[config.mk]
export PLATFORM = sky130hd
export DESIGN_NAME = counter_timeout_scheduler_flat
export DESIGN_NICKNAME = d
export VERILOG_FILES = /design/src/rtl/counter_timeout_scheduler_if.sv /design/src/rtl/counter_timeout_scheduler.sv /design/src/flat_wrapper.sv
export SDC_FILE = /design/constraint.sdc
export NUM_CORES = 1
export LEC_CHECK = 0
export ABC_AREA = 1
export CORE_AREA = 4 4 92 94
export DETAILED_ROUTE_END_ITERATION = 10
export DIE_AREA = 0 0 96 98
export GPL_ROUTABILITY_DRIVEN = 0
export PLACE_DENSITY = 0.8
export SLEW_MARGIN = 10
export SYNTH_ARGS = -nofsm -noshare
export SYNTH_HDL_FRONTEND = slang
export SYNTH_SLANG_ARGS = --single-unit
[constraint.sdc]
create_clock -name clk -period 2.1 [get_ports clk]
set_clock_uncertainty 0.1 [all_clocks]
set_input_delay 0.315 -clock clk [delete_from_list [all_inputs] [get_ports clk]]
set_output_delay 0.315 -clock clk [all_outputs]
set_load 0.005 [all_outputs]
[src/rtl/counter_timeout_scheduler_if.sv]
// rtl/counter_timeout_scheduler_if.sv - requester and counter-control bundle for the timeout scheduler
interface counter_timeout_scheduler_if #(
  parameter int NREQ  = 4,
  parameter int WIDTH = 8
);
  logic [NREQ-1:0]       req;
  logic [NREQ*WIDTH-1:0] req_len;
  logic [NREQ*16-1:0]    req_prescale;
  logic [NREQ-1:0]       grant;
  logic [NREQ-1:0]       expire;
  logic                  busy;
  logic                  ctr_load;
  logic                  ctr_en;
  logic                  ctr_mode;
  logic                  ctr_auto_reload;
  logic [WIDTH-1:0]      ctr_preset;
  logic [15:0]           ctr_prescale;
  logic                  ctr_done;

  // master: requesters plus the shared counter; slave: the scheduler itself
  modport master (
    output req, req_len, req_prescale, ctr_done,
    input  grant, expire, busy, ctr_load, ctr_en, ctr_mode, ctr_auto_reload,
           ctr_preset, ctr_prescale
  );

  modport slave (
    input  req, req_len, req_prescale, ctr_done,
    output grant, expire, busy, ctr_load, ctr_en, ctr_mode, ctr_auto_reload,
           ctr_preset, ctr_prescale
  );
endinterface

[src/rtl/counter_timeout_scheduler.sv]
// rtl/counter_timeout_scheduler.sv - round-robin sharing of one prescaled down-counter among NREQ timeout requesters
module counter_timeout_scheduler #(
  parameter int NREQ  = 4,
  parameter int WIDTH = 8
) (
  input logic                      clk,
  input logic                      rst_n,
  counter_timeout_scheduler_if.slave bus
);
  localparam int IDXW = $clog2(NREQ);

  localparam logic [1:0] S_IDLE = 2'd0;
  localparam logic [1:0] S_LOAD = 2'd1;
  localparam logic [1:0] S_RUN  = 2'd2;
  localparam logic [1:0] S_DONE = 2'd3;

  localparam logic [NREQ-1:0] ONE_HOT0 = NREQ'(1);

  logic [1:0]      state;
  logic [IDXW-1:0] rr_ptr;
  logic [IDXW-1:0] owner;
  logic [IDXW-1:0] winner;
  logic [IDXW-1:0] next_ptr;
  logic [IDXW:0]   cand;
  logic            found;
  logic            owner_req;

  // Scan req starting at rr_ptr, wrapping at NREQ (which need not be a power of two)
  always_comb begin
    found  = 1'b0;
    winner = '0;
    cand   = '0;
    for (int k = 0; k < NREQ; k++) begin
      cand = {1'b0, rr_ptr} + (IDXW+1)'(k);
      if (cand >= (IDXW+1)'(NREQ))
        cand = cand - (IDXW+1)'(NREQ);
      if (!found && bus.req[cand[IDXW-1:0]]) begin
        found  = 1'b1;
        winner = cand[IDXW-1:0];
      end
    end
  end

  assign next_ptr  = (winner == IDXW'(NREQ-1)) ? '0 : winner + 1'b1;
  assign owner_req = bus.req[owner];

  assign bus.ctr_mode        = 1'b1;
  assign bus.ctr_auto_reload = 1'b0;

  always_ff @(posedge clk or negedge rst_n) begin
    if (!rst_n) begin
      state            <= S_IDLE;
      rr_ptr           <= '0;
      owner            <= '0;
      bus.grant        <= '0;
      bus.expire       <= '0;
      bus.busy         <= 1'b0;
      bus.ctr_load     <= 1'b0;
      bus.ctr_en       <= 1'b0;
      bus.ctr_preset   <= '0;
      bus.ctr_prescale <= '0;
    end else begin
      case (state)
        S_IDLE: begin
          bus.expire <= '0;
          if (found) begin
            state            <= S_LOAD;
            owner            <= winner;
            rr_ptr           <= next_ptr;
            bus.grant        <= ONE_HOT0 << winner;
            bus.busy         <= 1'b1;
            bus.ctr_load     <= 1'b1;
            bus.ctr_en       <= 1'b0;
            bus.ctr_preset   <= bus.req_len[winner*WIDTH +: WIDTH];
            bus.ctr_prescale <= bus.req_prescale[winner*16 +: 16];
          end
        end
        S_LOAD: begin
          // ctr_done may still be set from the previous owner here, so only cancel is honoured
          bus.ctr_load <= 1'b0;
          if (!owner_req) begin
            state      <= S_IDLE;
            bus.grant  <= '0;
            bus.busy   <= 1'b0;
            bus.ctr_en <= 1'b0;
          end else begin
            state      <= S_RUN;
            bus.ctr_en <= 1'b1;
          end
        end
        S_RUN: begin
          // Completion takes priority over a simultaneous drop of req
          if (bus.ctr_done) begin
            state      <= S_DONE;
            bus.ctr_en <= 1'b0;
            bus.expire <= bus.grant;
          end else if (!owner_req) begin
            state      <= S_IDLE;
            bus.grant  <= '0;
            bus.busy   <= 1'b0;
            bus.ctr_en <= 1'b0;
          end
        end
        S_DONE: begin
          state      <= S_IDLE;
          bus.grant  <= '0;
          bus.expire <= '0;
          bus.busy   <= 1'b0;
        end
        default: begin
          state        <= S_IDLE;
          bus.grant    <= '0;
          bus.expire   <= '0;
          bus.busy     <= 1'b0;
          bus.ctr_load <= 1'b0;
          bus.ctr_en   <= 1'b0;
        end
      endcase
    end
  end
endmodule

[src/flat_wrapper.sv]
// flat-port wrapper written by rule: the top's interface ports become plain ports
module counter_timeout_scheduler_flat 
#(
  parameter int NREQ  = 4,
  parameter int WIDTH = 8
)
  (clk, rst_n, bus_req, bus_req_len, bus_req_prescale, bus_ctr_done, bus_grant, bus_expire, bus_busy, bus_ctr_load, bus_ctr_en, bus_ctr_mode, bus_ctr_auto_reload, bus_ctr_preset, bus_ctr_prescale);
  counter_timeout_scheduler_if #(.NREQ(NREQ), .WIDTH(WIDTH)) bus_i ();
  input logic clk;
  input logic rst_n;
  input wire logic [$bits(bus_i.req)-1:0] bus_req;
  input wire logic [$bits(bus_i.req_len)-1:0] bus_req_len;
  input wire logic [$bits(bus_i.req_prescale)-1:0] bus_req_prescale;
  input wire logic [$bits(bus_i.ctr_done)-1:0] bus_ctr_done;
  output wire logic [$bits(bus_i.grant)-1:0] bus_grant;
  output wire logic [$bits(bus_i.expire)-1:0] bus_expire;
  output wire logic [$bits(bus_i.busy)-1:0] bus_busy;
  output wire logic [$bits(bus_i.ctr_load)-1:0] bus_ctr_load;
  output wire logic [$bits(bus_i.ctr_en)-1:0] bus_ctr_en;
  output wire logic [$bits(bus_i.ctr_mode)-1:0] bus_ctr_mode;
  output wire logic [$bits(bus_i.ctr_auto_reload)-1:0] bus_ctr_auto_reload;
  output wire logic [$bits(bus_i.ctr_preset)-1:0] bus_ctr_preset;
  output wire logic [$bits(bus_i.ctr_prescale)-1:0] bus_ctr_prescale;
  assign bus_i.req = bus_req;
  assign bus_i.req_len = bus_req_len;
  assign bus_i.req_prescale = bus_req_prescale;
  assign bus_i.ctr_done = bus_ctr_done;
  assign bus_grant = bus_i.grant;
  assign bus_expire = bus_i.expire;
  assign bus_busy = bus_i.busy;
  assign bus_ctr_load = bus_i.ctr_load;
  assign bus_ctr_en = bus_i.ctr_en;
  assign bus_ctr_mode = bus_i.ctr_mode;
  assign bus_ctr_auto_reload = bus_i.ctr_auto_reload;
  assign bus_ctr_preset = bus_i.ctr_preset;
  assign bus_ctr_prescale = bus_i.ctr_prescale;
  counter_timeout_scheduler #(.NREQ(NREQ), .WIDTH(WIDTH)) u_core (.clk(clk), .rst_n(rst_n), .bus(bus_i));
endmodule
==> results of run 1 <==
-- worst max-delay path, stage by stage (launching register included) --
cell     delay [ns]
dfrtp_2        0.49
buf_6          0.14
nand2_1        0.07
nand2_2        0.08
nand2_2        0.08
nand2_2        0.06
nor2_4         0.14
nand3_2        0.10
nand2_4        0.16
nand2_8        0.09
buf_6          0.15
ha_1           0.28
o21ai_1        0.12
-- report_power, final --
part | internal (mW) | switching, mW
clock | 0.387 | 0.280
sequential | 1.16 | 0.248
combinational | 2.90 | 3.95
-- metrics by stage --
stage	hold WS [ns]	util	TNS [ns]	power, mW
global placement	0.220	0.615	-6.64	7.32
detailed placement	0.219	0.615	-9.71	7.47
CTS	0.384	0.635	-0.0522	8.23
floorplan	-0.0806	-	0	5.62
finish	0.379	0.657	-0.116	8.92
global route	0.409	0.657	-3.65	9.81
-- flip-flops by register name (all words and copies together) (netlist names) --
signal / count
u_core.bus.ctr_prescale: 16
u_core.bus.ctr_preset: 8
u_core.bus.expire: 4
u_core.bus.grant: 4
u_core.owner: 2
u_core.rr_ptr: 2
u_core.state: 2
u_core.bus.busy: 1
u_core.bus.ctr_en: 1
u_core.bus.ctr_load: 1
-- metal layers --
metal	GRT usage	wire length [um]	vias up
li1	-	-	1883
met1	0.260	4140	1676
met2	0.357	5060	169
met3	0.0655	1070	16
met4	0.0481	153	0
met5	0	0	-
-- final cells by class --
cell class                      count  area [um2]
Sequential cell                    41        1030
Timing Repair Buffer              162        1670
Clock buffer                        6        82.6
Fill cell                         642        2630
Clock inverter                      2        37.5
Tap cell                          102         128
Multi-Input combinational cell    382        1790
Inverter                           73         287
-- what timing repair did --
action                                 CTS  global route
endpoints found under the hold margin   21             0
gates cloned                             0             2
hold buffers                             1             0
gates resized for setup                  7            28
pin swaps                                0             6
setup endpoints to repair               33            37
buffers inserted                         0             4
-- worst max path at each step --
stage	start	end	slack [ns]	cells past startpoint
after global routing	u_core.rr_ptr[0]	u_core.bus.ctr_prescale[12]	-0.18	14
after floorplan	u_core.rr_ptr[0]	u_core.rr_ptr[1]	0.18	12
after detailed placement	bus_req[1]	u_core.owner[0]	-0.32	13
final	u_core.rr_ptr[0]	u_core.rr_ptr[1]	-0.03	12
after CTS	u_core.rr_ptr[0]	u_core.rr_ptr[1]	-0.02	11
after global placement	bus_req[3]	u_core.bus.ctr_preset[6]	-0.23	16
-- cell usage in the layout, fill, tap and decap left out, types with 3 or more instances in the layout --
master,Yosys,routed
buf_12,0,5
nand3_2,11,14
nand2_2,5,11
nand3_1,72,69
nand2_1,247,239
inv_2,4,3
o21ai_1,7,10
inv_1,68,67
buf_6,6,3
buf_4,6,14
o21ai_0,14,11
nor2_1,6,4
clkbuf_8,0,6
clkdlybuf4s50_1,0,136
nand2_4,2,3
dfrtp_1,41,39
ha_1,6,6
-- cells by family after synthesis --
| kind of cell | after synthesis | share of synthesized area |
|---|---|---|
| flops | 41 | 0.317 |
| buf+inv | 101 | 0.147 |
| other cells | 2 | 0.00232 |
| compound gates | 27 | 0.0452 |
| simple gates | 347 | 0.465 |
| fa+ha+maj | 6 | 0.0232 |
==> reports/metrics.yaml, run 1 <==
synth:
  synth_top_area_share: 0.317
  synth_ff_type: "dfrtp_1"
  yosys.area.top_type: "dfrtp_1"
  syn_area_per_cell_um2: 6.17
  synth_area_leaders: "dfrtp_1 32%, nand2_1 29%, nand3_1 11%, inv_1 7.9%, nand3_2 3.4%"
  ys_seq_elements: 41
  syn_area_mm2: 0.00324
  synth_cell_type_count: 27
  netlist_instances: 524
  synth_nets: 633
  yosysSeqAreaShare: 0.317
  synth_top_cells_by_count: "247 x nand2_1, 72 x nand3_1, 68 x inv_1, 41 x dfrtp_1, 14 x o21ai_0"
  synth_warnings: 0
  synth.most_common_cell: "nand2_1"
  synth_edf_count: 0
  async_flop_share: 1.00
detailed_routing:
  ant_nets: 0
  vias: 3744
  first_iter_violations: 226
  drt_first_pass_iters: 5
  finalWirelength_um: 10400
  via_per_inst: 4.88
  drc: 0
  wire_per_inst_um: 13.6
power:
  p_leak_nw: 2.67
  ir_drop_uv: 843
  p_per_area_mw_per_mm2: 1780
global_routing:
  antenna_found_initial: 0
  grt_max_degree: 44
  overflow: 0
  grt_first_pass_wirelength_um: 16100
  grt_pass1_vias: 3535
  track_usage: 0.211
clocking:
  clock_latency_ns: 0.29
  numCtsBuffers: 5
  cts_tree: "yes"
  clk_pin_slew_worst_paths_ns: 0.08
  cts.sinks: 41
  cts-root-buf: "clkbuf_8"
  cts_max_level: 2
  clk_path_buf_depth: 2
layout:
  fin_cells: 768
  syn_to_final_growth_pct: 55.2
  diodes: 0
  layout-drive-gt1-share: 0.111
  fin_area_mm2: 0.00502
  finalNetCount: 774
timing:
  hold_viol: 0
  setup_violations: 9
  rsz0062_at_grt: "yes"
  fmax_ghz: 0.470
  fin_crit_ns: 2.13
  setup_ws_ns: -0.0289
  maxSlewHeadroom: 0.661
  worstMarginPinSlew_ns: 0.509
  final.period_utilization: 1.01
  drv_slew: 0
min_path:
  min_from: "u_core.bus.ctr_prescale[2]"
  min_path_cells: 2
  hold_path_class: "register to register"
  min_delay_worst_endpoint: "u_core.bus.ctr_prescale[2]"
placed_design:
  placed_cells: 753
  port-buffer-count: 137
  pre_cts_ws_ns: -0.321
  placed_cell_area_mm2: 0.00470
  place_hpwl_um: 7630
critical_path:
  worstRegToRegCells: 12
  reg2reg_slack_ns: -0.03
  path_max_fanout: 9
  crit_required_ns: 2.22
  worst-endpoint-arrival_ns: 2.25
  cp-end-kind: "register"
  critPathKind: "register to register"
  reg2reg_from: "u_core.rr_ptr[0]"
  rr_endpoint: "u_core.rr_ptr[1]"
  startpoint_type: "register"
floorplan:
  io_pins: 140
  die_h_um: 98
  row_count: 32
  die-area_mm2: 0.00941
  coreArea_mm2: 0.00765
  initial_utilization: 0.423
  dieWidth_um: 96
outcome:
  violations: "setup timing"
  outcome: "finished with violations"
run:
  drv_cap: 0
No activity file was read; power rests on OpenSTA's default activity.
==> run 2: changes to the inputs <==
--- a/config.mk
+++ b/config.mk
@@ -5,12 +5,11 @@
 export SDC_FILE = /design/constraint.sdc
 export NUM_CORES = 1
 export LEC_CHECK = 0
-export ABC_AREA = 1
-export CORE_AREA = 4 4 92 94
+export CORE_AREA = 4 4 86 88
 export DETAILED_ROUTE_END_ITERATION = 10
-export DIE_AREA = 0 0 96 98
+export DIE_AREA = 0 0 90 92
 export GPL_ROUTABILITY_DRIVEN = 0
-export PLACE_DENSITY = 0.8
+export PLACE_DENSITY = 0.81
 export SLEW_MARGIN = 10
 export SYNTH_ARGS = -nofsm -noshare
 export SYNTH_HDL_FRONTEND = slang
==> reports/metrics.yaml, run 2 <==
critical_path:
  path_max_fanout: 5
  cpMaxStageDelayCell: "clkdlybuf4s50_1"
  reg2reg_from: "u_core.rr_ptr[0]"
  critPathKind: "primary input to register"
  worst-endpoint-arrival_ns: 2.16
  crit_top_cell: "or3_4"
  worstRegToRegCells: 5
  cp-end-kind: "register"
  cp_num_buf_inv: 1
  rr_endpoint: "u_core.bus.grant[3]"
  crit_required_ns: 2.20
  slowest_delay_ns: 0.49
  path_cells: "clkdlybuf4s50_1 -> nor2b_4 -> o21a_1 -> or3_4 -> or3_4 -> o31ai_4"
  startpoint_type: "primary input"
  path_delay_family: "simple AND/OR/NAND/NOR gates"
  reg2reg_slack_ns: 0.24
synth:
  async_flop_share: 1.00
  ys_seq_elements: 41
  synth.most_common_cell: "mux2i_1"
  synth_edf_count: 0
  syn_area_per_cell_um2: 10.7
  syn_area_mm2: 0.00260
  netlist_instances: 243
  yosysSeqAreaShare: 0.394
  yosys.area.top_type: "dfrtp_1"
  synth_warnings: 0
  synth_ff_type: "dfrtp_1"
  synth_top_cells_by_count: "47 x mux2i_1, 42 x nand2_1, 41 x dfrtp_1, 19 x o221ai_2, 11 x o21ai_0"
  synth_area_leaders: "dfrtp_1 39%, mux2i_1 18%, o221ai_2 11%, nand2_1 6.1%, ha_1 2.9%"
  synth_nets: 352
  synth_top_area_share: 0.394
  synth_cell_type_count: 40
outcome:
  outcome: "completed"
placed_design:
  pre_cts_ws_ns: -0.285
  placed_cell_area_mm2: 0.00424
  placed_cells: 466
  place_hpwl_um: 6260
  port-buffer-count: 137
floorplan:
  die-area_mm2: 0.00828
  coreArea_mm2: 0.00664
  io_pins: 140
  dieWidth_um: 90
  row_count: 30
  initial_utilization: 0.392
  die_h_um: 92
clocking:
  numCtsBuffers: 5
  clk_pin_slew_worst_paths_ns: 0.07
  clock_latency_ns: 0.29
  cts_setup_buffers: 0
  cts_tree: "yes"
  cts.sinks: 41
  cts-root-buf: "clkbuf_8"
  clk_path_buf_depth: 2
  cts_max_level: 2
detailed_routing:
  wire_per_inst_um: 16.1
  vias: 2441
  drt_first_pass_iters: 4
  ant_nets: 0
  via_per_inst: 5.15
  first_iter_violations: 48
  drc: 0
  finalWirelength_um: 7640
min_path:
  min_delay_worst_endpoint: "u_core.bus.ctr_prescale[10]"
  hold_path_class: "register to register"
  min_from: "u_core.bus.ctr_prescale[10]"
  min_path_cells: 2
global_routing:
  track_usage: 0.182
  grt_pass1_vias: 2617
  grt_max_degree: 42
  overflow: 0
  antenna_found_initial: 0
  grt_first_pass_wirelength_um: 12200
timing:
  setup_violations: 0
  setup_ws_ns: 0.0435
  rsz0062_at_grt: "no"
  final.period_utilization: 0.979
  fmax_ghz: 0.486
  hold_viol: 0
  fin_crit_ns: 2.06
  drv_slew: 0
power:
  p_leak_nw: 1.83
  pwr-share-comb: 0.630
  ir_drop_uv: 618
  power.switching_mw: 1.99
  p_sw_frac: 0.382
  power.internal_mw: 3.21
  clkPwrFrac: 0.099
  p_seq_frac: 0.271
  p_per_area_mw_per_mm2: 1200
  power_mw: 5.20
layout:
  fin_area_mm2: 0.00434
  largest_reg_flops: 16
  layout_common_cells: "136 x clkdlybuf4s50_1, 47 x mux2i_1, 42 x nand2_1"
  top_register: "u_core.bus.ctr_prescale"
  fin_cells: 474
  finalNetCount: 503
  syn_to_final_growth_pct: 66.5
  diodes: 0
  layout-drive-gt1-share: 0.155
  largestRegisters: "u_core.bus.ctr_prescale: 16 flops, u_core.bus.ctr_preset: 8 flops"
  layout_commonest_cell: "clkdlybuf4s50_1"
run:
  drv_cap: 0
-- run 2: cell count changes in the layout (fill, tap and decap cells not counted), moves of 9 or more --
cell | before | now
o21ai_1 | 10 | 1
nand3_2 | 14 | 0
mux2i_1 | 0 | 47
nand2_1 | 239 | 42
nand3_1 | 69 | 6
nand2_2 | 11 | 0
o221ai_2 | 0 | 19
inv_1 | 67 | 8
-- run 2: area by class of cell --
class                      count  area (um2)
clock buffer                   7        86.3
fill                         537        2310
inverter                       8        30.0
multi-input combinational    177        1460
sequential                    41        1030
tap                           80         100
timing repair buffer         161        1640
-- run 2: worst min-delay path: stages, from the launching register on --
cell      delay, ns
dfrtp_1        0.34
nand2_1        0.06
o221ai_2       0.05
-- run 2: routing by layer --
metal	track usage	routed length [um]	vias to the layer above
met2	0.350	4130	97
met5	0	0	-
met3	0.0435	537	15
li1	-	-	1180
met4	0.0612	160	0
met1	0.193	2820	1149
-- run 2: kinds of logic (layout without fill, tap and decap cells) --
logic type               count (synthesis)  count (layout)  synth area share
AND/OR/NAND/NOR                         70              70             0.128
other                                    2               2           0.00288
buffers and inverters                   25             176            0.0543
flip-flops                              41              41             0.394
multiplexers                            48              48             0.189
adder cells (fa/ha/maj)                  6               6            0.0288
AO/OA/AOI/OAI                           51              51             0.203
-- run 2: timing repair --
item / CTS / global route
hold buffers: 1 / 0
setup endpoints to repair: 0 / 2
gates resized for setup: 0 / 1
hold endpoints to repair: 41 / 0
-- run 2: how the worst max path moves through the flow --
stage,startpoint,end,cells past startpoint
2_1_floorplan,u_core.owner[1],u_core.bus.grant[3],5
3_3_place_gp,bus_req[2],u_core.bus.grant[3],6
3_5_place_dp,bus_req[2],u_core.bus.grant[3],6
4_1_cts,bus_req[2],u_core.bus.grant[3],6
5_1_grt,bus_req[2],u_core.bus.ctr_prescale[4],8
6_report,bus_req[2],u_core.bus.grant[3],6
-- run 2: power by group through the flow --
stage               logic [mW]  registers [mW]  clock network [mW]
global placement          3.22            1.41                   0
finish                    3.28            1.41               0.516
detailed placement        3.30            1.41                   0
global route              3.56            1.45               0.558
CTS                       3.31            1.40               0.527
floorplan                 1.80            1.39                   0
-- run 2: stage by stage --
stage / hold WS (ns) / util / TNS, ns
after global routing: 0.420 / 0.653 / 0
after detailed placement: 0.204 / 0.638 / -6.07
after CTS: 0.393 / 0.652 / 0
after floorplan: -0.0806 / - / 0
final: 0.390 / 0.653 / 0
after global placement: 0.204 / 0.638 / -4.16
==> run 3: changes to the inputs <==
--- a/config.mk
+++ b/config.mk
@@ -5,11 +5,12 @@
 export SDC_FILE = /design/constraint.sdc
 export NUM_CORES = 1
 export LEC_CHECK = 0
-export CORE_AREA = 4 4 86 88
+export CORE_AREA = 2 2 84 86
 export DETAILED_ROUTE_END_ITERATION = 10
-export DIE_AREA = 0 0 90 92
+export DIE_AREA = 0 0 86 88
 export GPL_ROUTABILITY_DRIVEN = 0
 export PLACE_DENSITY = 0.81
+export REMOVE_ABC_BUFFERS = 1
 export SLEW_MARGIN = 10
 export SYNTH_ARGS = -nofsm -noshare
 export SYNTH_HDL_FRONTEND = slang
==> reports/metrics.yaml, run 3 (synthesis gave the netlist of run 2 again) <==
critical_path:
  critPathKind: "primary input to register"
  crit_required_ns: 2.21
  path_max_fanout: 4
  cp_num_buf_inv: 2
  startpoint_type: "primary input"
  cpMaxStageDelayCell: "clkdlybuf4s50_1"
  path_cells: "clkdlybuf4s50_1 -> nor2b_1 -> o21a_1 -> or3_1 -> buf_4 -> ha_1 -> o21ai_0"
  slowest_delay_ns: 0.52
  worst-endpoint-arrival_ns: 2.08
  cp-end-kind: "register"
  path_delay_family: "buffers and inverters"
power:
  p_per_area_mw_per_mm2: 1220
  ir_drop_uv: 491
  p_leak_nw: 1.88
clocking:
  numCtsBuffers: 5
  cts-root-buf: "clkbuf_8"
  cts.sinks: 41
  clk_path_buf_depth: 2
  cts_max_level: 2
  clock_latency_ns: 0.29
  cts_tree: "yes"
  clk_pin_slew_worst_paths_ns: 0.08
timing:
  rsz0062_at_grt: "no"
  fin_crit_ns: 1.97
  drv_slew: 0
  hold_viol: 0
  setup_ws_ns: 0.128
  setup_violations: 0
  fmax_ghz: 0.507
  fin_setup_tns_ns: 0
  final.period_utilization: 0.939
  hold_slack_ns: 0.383
global_routing:
  grt_max_degree: 27
  track_usage: 0.203
  overflow: 0
  antenna_found_initial: 0
  grt_first_pass_wirelength_um: 12000
  grt_pass1_vias: 2521
layout:
  largest_reg_flops: 16
  largestRegisters: "u_core.bus.ctr_prescale: 16 flops, u_core.bus.ctr_preset: 8 flops"
  fill_cells: 541
  fin_area_mm2: 0.00439
  multi_input_area_mm2: 0.00145
  finalNetCount: 506
  regArea_mm2: 0.00103
  layout_commonest_cell: "clkdlybuf4s50_1"
  syn_to_final_growth_pct: 68.5
  top_register: "u_core.bus.ctr_prescale"
  diodes: 0
  fin_cells: 478
  layout-drive-gt1-share: 0.161
  layout_common_cells: "134 x clkdlybuf4s50_1, 47 x mux2i_1, 42 x nand2_1"
detailed_routing:
  finalWirelength_um: 7480
  via_per_inst: 5.19
  top_layer: "met4"
  vias: 2480
  wire_per_inst_um: 15.6
  ant_nets: 0
  drc: 0
  first_iter_violations: 109
  wl_met3_um: 524
  drt_first_pass_iters: 4
  wl_met2_um: 3980
  wl_met1_um: 2920
placed_design:
  placed_cell_area_mm2: 0.00426
  placed_cells: 469
  port-buffer-count: 137
  pre_cts_ws_ns: -0.221
  place_hpwl_um: 6100
run:
  drv_cap: 0
floorplan:
  io_pins: 140
  coreArea_mm2: 0.00664
  die_h_um: 88
  dieWidth_um: 86
  die-area_mm2: 0.00757
  initial_utilization: 0.392
  row_count: 30
min_path:
  hold_path_class: "register to register"
outcome:
  outcome: "completed"
run 3: changes by cell type in the layout (fill, tap and decap cells not counted), sizes merged:
cell           before  now
buf                24   27
bufinv              0    1
clkdlybuf4s50     136  134
dlymetal6s2s        0    2
run 3: worst register-to-register path, cell delays in order (launching register included):
cell and delay, ns:
dfrtp_1 0.42, inv_1 0.11, ha_1 0.41, nand2_1 0.11
nand3_1 0.11, or3_4 0.36, o31ai_4 0.17
run 3: layer usage:
| layer | up-vias | global-route usage |
|---|---|---|
| met5 | - | 0 |
| met4 | 0 | 0.0433 |
| met3 | 6 | 0.0575 |
| met2 | 96 | 0.370 |
| met1 | 1181 | 0.239 |
| li1 | 1197 | - |
run 3: worst paths after layout:
kind,start,endpoint,slack [ns],cells after the start
setup / recovery,bus_req[3],u_core.rr_ptr[1],0.13,7
hold / removal,u_core.bus.ctr_en,u_core.bus.ctr_en,0.38,2
setup reg to reg,u_core.state[0],u_core.bus.grant[3],0.23,6
hold reg to reg,u_core.bus.ctr_en,u_core.bus.ctr_en,0.38,2
max in group asynchronous,rst_n,u_core.bus.ctr_preset[5],0.99,3
min in group asynchronous,rst_n,u_core.bus.expire[3],0.39,2
run 3: cell type report:
| type | count | share of cell area |
|---|---|---|
| clock buffer | 7 | 0.0197 |
| sequential | 41 | 0.234 |
| inverter | 8 | 0.00684 |
| tap | 80 | 0.0228 |
| multi-input combinational | 177 | 0.331 |
| timing repair buffer | 164 | 0.379 |
| clock inverter | 1 | 0.00684 |
run 3: report_power, final:
part | internal, mW | total, mW | switching, mW | leakage [nW]
Combinational | 1.82 | 3.31 | 1.49 | 1.30
Clock | 0.388 | 0.659 | 0.272 | 0.0585
Sequential | 1.16 | 1.40 | 0.246 | 0.514
run 3: timing repair:
| item | 4_1_cts | 5_1_grt |
|---|---|---|
| endpoints found under the hold margin | 15 | 0 |
| buffers inserted | 0 | 0 |
| hold buffers | 1 | 0 |
| resized for setup | 0 | 2 |
| endpoints found under the setup margin | 0 | 4 |
run 3: stage by stage:
stage,total power [mW],util
4_1_cts,5.44,0.660
2_1_floorplan,3.11,-
3_5_place_dp,4.76,0.641
6_report,5.37,0.661
5_1_grt,5.76,0.661
3_3_place_gp,4.66,0.641
